`config.mk`:
```
export PLATFORM = sky130hd
export DESIGN_NAME = carry_tdc_reader
export DESIGN_NICKNAME = d
export VERILOG_FILES = /design/src/rtl/tdc_pkg.sv /design/src/rtl/tdc_ones_count.sv /design/src/rtl/carry_tdc_reader.sv
export SDC_FILE = /design/constraint.sdc
export NUM_CORES = 1
export LEC_CHECK = 0
export BUFFER_PORTS_ARGS = -buffer_cell sky130_fd_sc_hd__buf_2
export CAP_MARGIN = 10
export CORE_AREA = 5 5 87 89
export CTS_BUF_LIST = sky130_fd_sc_hd__clkbuf_16
export CTS_CLUSTER_SIZE = 25
export DETAILED_ROUTE_END_ITERATION = 10
export DIE_AREA = 0 0 92 94
export GPL_TIMING_DRIVEN = 0
export PLACE_DENSITY = 0.67
export SETUP_SLACK_MARGIN = 0.5
export SLEW_MARGIN = 10
export SYNTH_ARGS = -nofsm -noshare
export SYNTH_HDL_FRONTEND = slang
export SYNTH_SLANG_ARGS = --single-unit
```
`constraint.sdc`:
```
create_clock -name C -period 4.6 [get_ports C]
set_clock_uncertainty 0.05 [all_clocks]
set_input_delay 0.69 -clock C [delete_from_list [all_inputs] [get_ports C]]
set_output_delay 0.69 -clock C [all_outputs]
set_load 0.005 [all_outputs]
```
`src/rtl/tdc_pkg.sv`:
```
// Shared types and helpers for the carry-chain TDC reader.
package tdc_pkg;

  typedef enum logic [1:0] {
    ST_IDLE = 2'd0,
    ST_FILT = 2'd1,
    ST_ENC  = 2'd2,
    ST_HOLD = 2'd3
  } tdc_state_e;

  // Width needed to hold a ones count in the range 0..taps.
  function automatic int fw_of(input int taps);
    return $clog2(taps + 1);
  endfunction

endpackage

```
`src/rtl/tdc_ones_count.sv`:
```
// Combinational bubble filter (3-tap majority) followed by a popcount of the
// filtered thermometer code.
module tdc_ones_count
  import tdc_pkg::*;
#(
  parameter int TAPS = 16,
  parameter int FW   = fw_of(TAPS)
) (
  input  logic [TAPS-1:0] i_tap,
  output logic [FW-1:0]   o_count,
  output logic            o_full
);

  // Chain input side reads as one and the far end as zero.
  logic [TAPS+1:0] w_ext;
  logic [TAPS-1:0] w_filt;

  assign w_ext = {1'b0, i_tap, 1'b1};

  // Majority of each tap and its two neighbours removes single-tap bubbles.
  always_comb begin
    w_filt = {TAPS{1'b0}};
    for (int i = 0; i < TAPS; i++) begin
      w_filt[i] = (w_ext[i] & w_ext[i+1]) | (w_ext[i] & w_ext[i+2]) |
                  (w_ext[i+1] & w_ext[i+2]);
    end
  end

  // Ones count of the filtered code.
  always_comb begin
    o_count = {FW{1'b0}};
    for (int i = 0; i < TAPS; i++) begin
      o_count = o_count + FW'(w_filt[i]);
    end
  end

  assign o_full = &w_filt;

endmodule

```
`src/rtl/carry_tdc_reader.sv`:
```
// Carry-chain TDC reader: captures tap code and coarse count on HIT, filters,
// encodes and holds the result behind a VALID/READY handshake.
module carry_tdc_reader
  import tdc_pkg::*;
#(
  parameter int TAPS = 16,
  parameter int CW   = 8,
  parameter int FW   = fw_of(TAPS)
) (
  input  logic            C,
  input  logic            CLRN,
  input  logic [TAPS-1:0] TAP,
  input  logic            HIT,
  input  logic            READY,
  output logic            VALID,
  output logic [CW-1:0]   COARSE,
  output logic [FW-1:0]   FINE,
  output logic            OVF,
  output logic            DROP
);

  tdc_state_e      r_state;
  tdc_state_e      w_next;
  logic            w_accept;
  logic            r_armed;
  logic [CW-1:0]   r_cnt;
  logic [TAPS-1:0] r_tq;
  logic [CW-1:0]   r_cq;
  logic            r_valid;
  logic [CW-1:0]   r_coarse;
  logic [FW-1:0]   r_fine;
  logic            r_ovf;
  logic            r_drop;
  logic [FW-1:0]   w_fine;
  logic            w_ovf;

  tdc_ones_count #(.TAPS(TAPS), .FW(FW)) u_count (
    .i_tap   (r_tq),
    .o_count (w_fine),
    .o_full  (w_ovf)
  );

  // State register.
  always_ff @(posedge C or negedge CLRN) begin
    if (!CLRN) r_state <= ST_IDLE;
    else       r_state <= w_next;
  end

  // Next state and hit acceptance; r_armed marks the cycle after a capture,
  // which already counts as busy.
  always_comb begin
    w_next   = r_state;
    w_accept = 1'b0;
    case (r_state)
      ST_IDLE: begin
        if (r_armed) w_next = ST_FILT;
        else         w_next = ST_IDLE;
        if (HIT && !r_armed) w_accept = 1'b1;
        else                 w_accept = 1'b0;
      end
      ST_FILT: w_next = ST_ENC;
      ST_ENC:  w_next = ST_HOLD;
      ST_HOLD: begin
        if (READY) w_next = ST_IDLE;
        else       w_next = ST_HOLD;
      end
      default: w_next = ST_IDLE;
    endcase
  end

  // Free-running coarse counter, capture registers and drop strobe.
  always_ff @(posedge C or negedge CLRN) begin
    if (!CLRN) begin
      r_cnt   <= {CW{1'b0}};
      r_tq    <= {TAPS{1'b0}};
      r_cq    <= {CW{1'b0}};
      r_armed <= 1'b0;
      r_drop  <= 1'b0;
    end else begin
      r_cnt   <= r_cnt + CW'(1);
      r_armed <= w_accept;
      r_drop  <= HIT & ~w_accept;
      if (w_accept) begin
        r_tq <= TAP;
        r_cq <= r_cnt;
      end
    end
  end

  // Result registers, loaded in ENC and held until the handshake.
  always_ff @(posedge C or negedge CLRN) begin
    if (!CLRN) begin
      r_valid  <= 1'b0;
      r_coarse <= {CW{1'b0}};
      r_fine   <= {FW{1'b0}};
      r_ovf    <= 1'b0;
    end else if (r_state == ST_ENC) begin
      r_valid  <= 1'b1;
      r_coarse <= r_cq;
      r_fine   <= w_fine;
      r_ovf    <= w_ovf;
    end else if (r_state == ST_HOLD && READY) begin
      r_valid  <= 1'b0;
    end
  end

  assign VALID  = r_valid;
  assign COARSE = r_coarse;
  assign FINE   = r_fine;
  assign OVF    = r_ovf;
  assign DROP   = r_drop;

endmodule

```
==> flow_summary.yaml <==
yosys:
  count_leader_synth: "dfrtp_1"
  synth_compound_gate_area_share_pct: 9.74
  ys_warn_count: 0
  cells_after_synthesis: 205
  seq_area_frac_synth_pct: 49.7
  synth_edf_count: 0
  synth_top_family_by_area: "multiplexers"
  ys.flop_type: "dfrtp_1"
  synth_top_cells_by_count: "dfrtp_1, mux2_2, inv_1, o21ai_0, nand2_1"
  synth.distinct_cells: 37
  post_synth_fa_ha_maj_area_fraction_pct: 12.0
  synth_area_per_cell_sq_um: 12.5
  muxShareOfSynthArea_pct: 14.5
  synth_top_cells_by_area: "dfrtp_1, mux2_2, fa_1"
  synth_seq_cells: 51
  syn-cell-area_sq_um: 2570
  synth_xor_area_share_pct: 2.39
  synth_top_area_share_pct: 49.7
  synth-async-reset-ratio_pct: 100
  postSynthNetCount: 242
  synth_simple_gate_area_share_pct: 6.97
  synth_top_cell_by_area: "dfrtp_1"
outcome:
  outcome: "completed"
place:
  gp_congestion: 0.803
  total_half_perimeter_wirelength_after_legalization_and_detailed_placement_mm: 3.18
  dp.cells: 320
  port_buffers: 35
  dp_worst_setup_slack_ps: 246
critical_path:
  critical_path.cell_chain: "maj3_2 > ha_4 > inv_2 > fa_1 > inv_2 > fa_2 > fa_1 > inv_2 > fa_1 > fa_2 > inv_2 > fa_1 > mux2_4"
  worst_reg_to_reg_path_cell_count: 13
  regToRegSetupSlack_ps: 290
  critical-path-max-stage-delay_ps: 520
  cpMaxStageDelayCell: "fa_2"
  crit-reg2reg-launch: "r_tq[2]$_DFFE_PN0P_"
  critPathLaunchType: "register"
  number_of_buffer_and_inverter_instances_along_the_worst_setup_path: 4
  family_with_the_most_delay_on_the_worst_path: "adder cells"
  critical_path.max_fanout: 4
  cp.required_ps: 4730
  critPathArrivalTime_ps: 4440
  critical_path.endpoint_type: "register"
  crit_type: "register to register"
  regToRegEndpoint: "FINE[1]$_DFFE_PN0P_"
timing:
  hold_viol_final: 0
  tightestPinTransition_ps: 625
  setup_total_negative_slack_ps: 0
  max_slew_headroom_pct: 58.3
  tcrit_tclk_final_pct: 93.7
  setup_repair_after_global_routing_missed_its_margin: "true"
  post-route-min-period_ps: 4310
  max_freq_ghz: 0.232
  fin_ws_ps: 290
  timing.final.setup_violations: 0
  report.final.slew_viol_count: 0
route:
  detailroute.wirelength.met3_um: 200
  detailedRoute.firstIterationViolations: 55
  ant_nets: 0
  top_signal_layer_used: "met4"
  met2RoutedLength_mm: 1.92
  remaining_drc_errors: 0
  drtPass1Iterations: 4
  wl_mm: 4.41
  vias: 1624
  wire_per_inst_um: 13.3
  wl_met1_mm: 2.19
  avgViaCountPerCell: 4.91
cells_and_area:
  post_route_cells_drive_above_1_share_pct: 41.0
  diodes: 0
  final-instance-count-excl-fill: 331
  area_growth_syn_to_layout_pct: 18.8
  layout.nets: 287
floorplanning:
  fp.dieH_um: 94
  die_width_um: 92
  i_o_pins: 36
  initial_core_util_pct: 38.4
  design.die.area_sq_um: 8650
  fp-row-count: 30
  fp.coreArea_sq_um: 6680
clock_tree:
  ctsHtreeMaxLevel: 2
  insertion_delay_ps: 300
  cts_made_buffers: 5
  post_cts_hold_buffer_count: 0
  clock_tree.root_cell: "clkbuf_16"
  cts_num_sinks: 51
  cts.path.max_buffers: 2
  cts_tree: "yes"
  cts.clk_slew.worst_paths_ps: 80
global_routing:
  global_route.overflow_total: 0
  grt_usage_pct: 11.4
  grt_start_max_net_pins: 52
  global_route_wire_length_before_repair_mm: 7.83
  via_count_of_the_first_global_routing_pass: 1612
  antenna_violations_before_repair: 0
job:
  drv_cap: 0
min_path:
  hold_path_class: "primary input to asynchronous set/reset pin"
==> placed cells by master (no fill, tap or decap), types with 2 or more instances in the layout <==
cell	synthesis	routed
a21o_1	9	9
a21o_2	3	3
and2_1	2	2
buf_2	2	36
buf_4	5	9
clkbuf_16	0	5
dfrtp_1	51	50
fa_1	10	8
fa_2	0	2
ha_1	7	6
inv_1	19	14
inv_2	0	5
inv_6	0	2
mux2_2	32	31
nand2_1	14	14
nand3_1	2	2
nand4_1	3	3
nor2b_1	2	2
o21ai_0	15	13
o21ai_1	0	2
or2_2	2	2
xnor2_1	5	5
xor2_1	2	2
==> state kept, by name (all words and copies together), names as in the netlist, 2 cells and up <==
signal / count
r_tq: 16
COARSE: 8
r_cnt: 8
r_cq: 8
FINE: 5
r_state: 2
==> worst max path at each step <==
stage,startpoint,endpoint,slack [ps],cells after the start
6_report,r_tq[2]$_DFFE_PN0P_,FINE[1]$_DFFE_PN0P_,290,13
5_1_grt,r_tq[1]$_DFFE_PN0P_,FINE[1]$_DFFE_PN0P_,160,13
4_1_cts,r_tq[1]$_DFFE_PN0P_,FINE[1]$_DFFE_PN0P_,280,13
3_5_place_dp,r_tq[2]$_DFFE_PN0P_,FINE[1]$_DFFE_PN0P_,250,13
3_3_place_gp,r_tq[2]$_DFFE_PN0P_,FINE[1]$_DFFE_PN0P_,280,13
2_1_floorplan,r_tq[2]$_DFFE_PN0P_,FINE[1]$_DFFE_PN0P_,400,13
==> cells by family after synthesis <==
| logic type | after synthesis |
|---|---|
| flip-flops | 51 |
| AO/OA/AOI/OAI | 37 |
| multiplexers | 33 |
| AND/OR/NAND/NOR | 31 |
| buffers and inverters | 27 |
| adder cells (fa/ha/maj) | 19 |
| XOR/XNOR | 7 |
==> repair_timing <==
item,4_1_cts,5_1_grt
endpoints found under the setup margin,4,4
setup buffers,2,1
pin swaps,2,3
cloned,0,0
resized for setup,3,6
==> through the flow <==
stage                     hold slack (ps)  util (%)  instance area, sq um
after floorplan                       344         -                  2590
after global placement                407      42.9                  2860
after detailed placement              410      42.9                  2860
after CTS                             427      45.5                  3040
after global routing                  410      45.7                  3050
final                                 359      45.7                  3050
==> final cells by class <==
cell class	count	area (sq um)
fill	634	3630
clock inverter	3	28.8
multi-input combinational	127	1200
tap	80	100
buffer	8	51.3
inverter	19	71.3
clock buffer	5	125
timing repair buffer	38	200
sequential	51	1280
==> per-layer routing <==
metal  track usage (%)  vias to the layer above
li1                  -                      792
met1              15.7                      793
met2              16.7                       32
met3              3.21                        7
met4              5.20                        0
met5                 0                        -
Power is not shown: default switching activity piles up to over one toggle a cycle in this logic, so the estimate is an artifact.
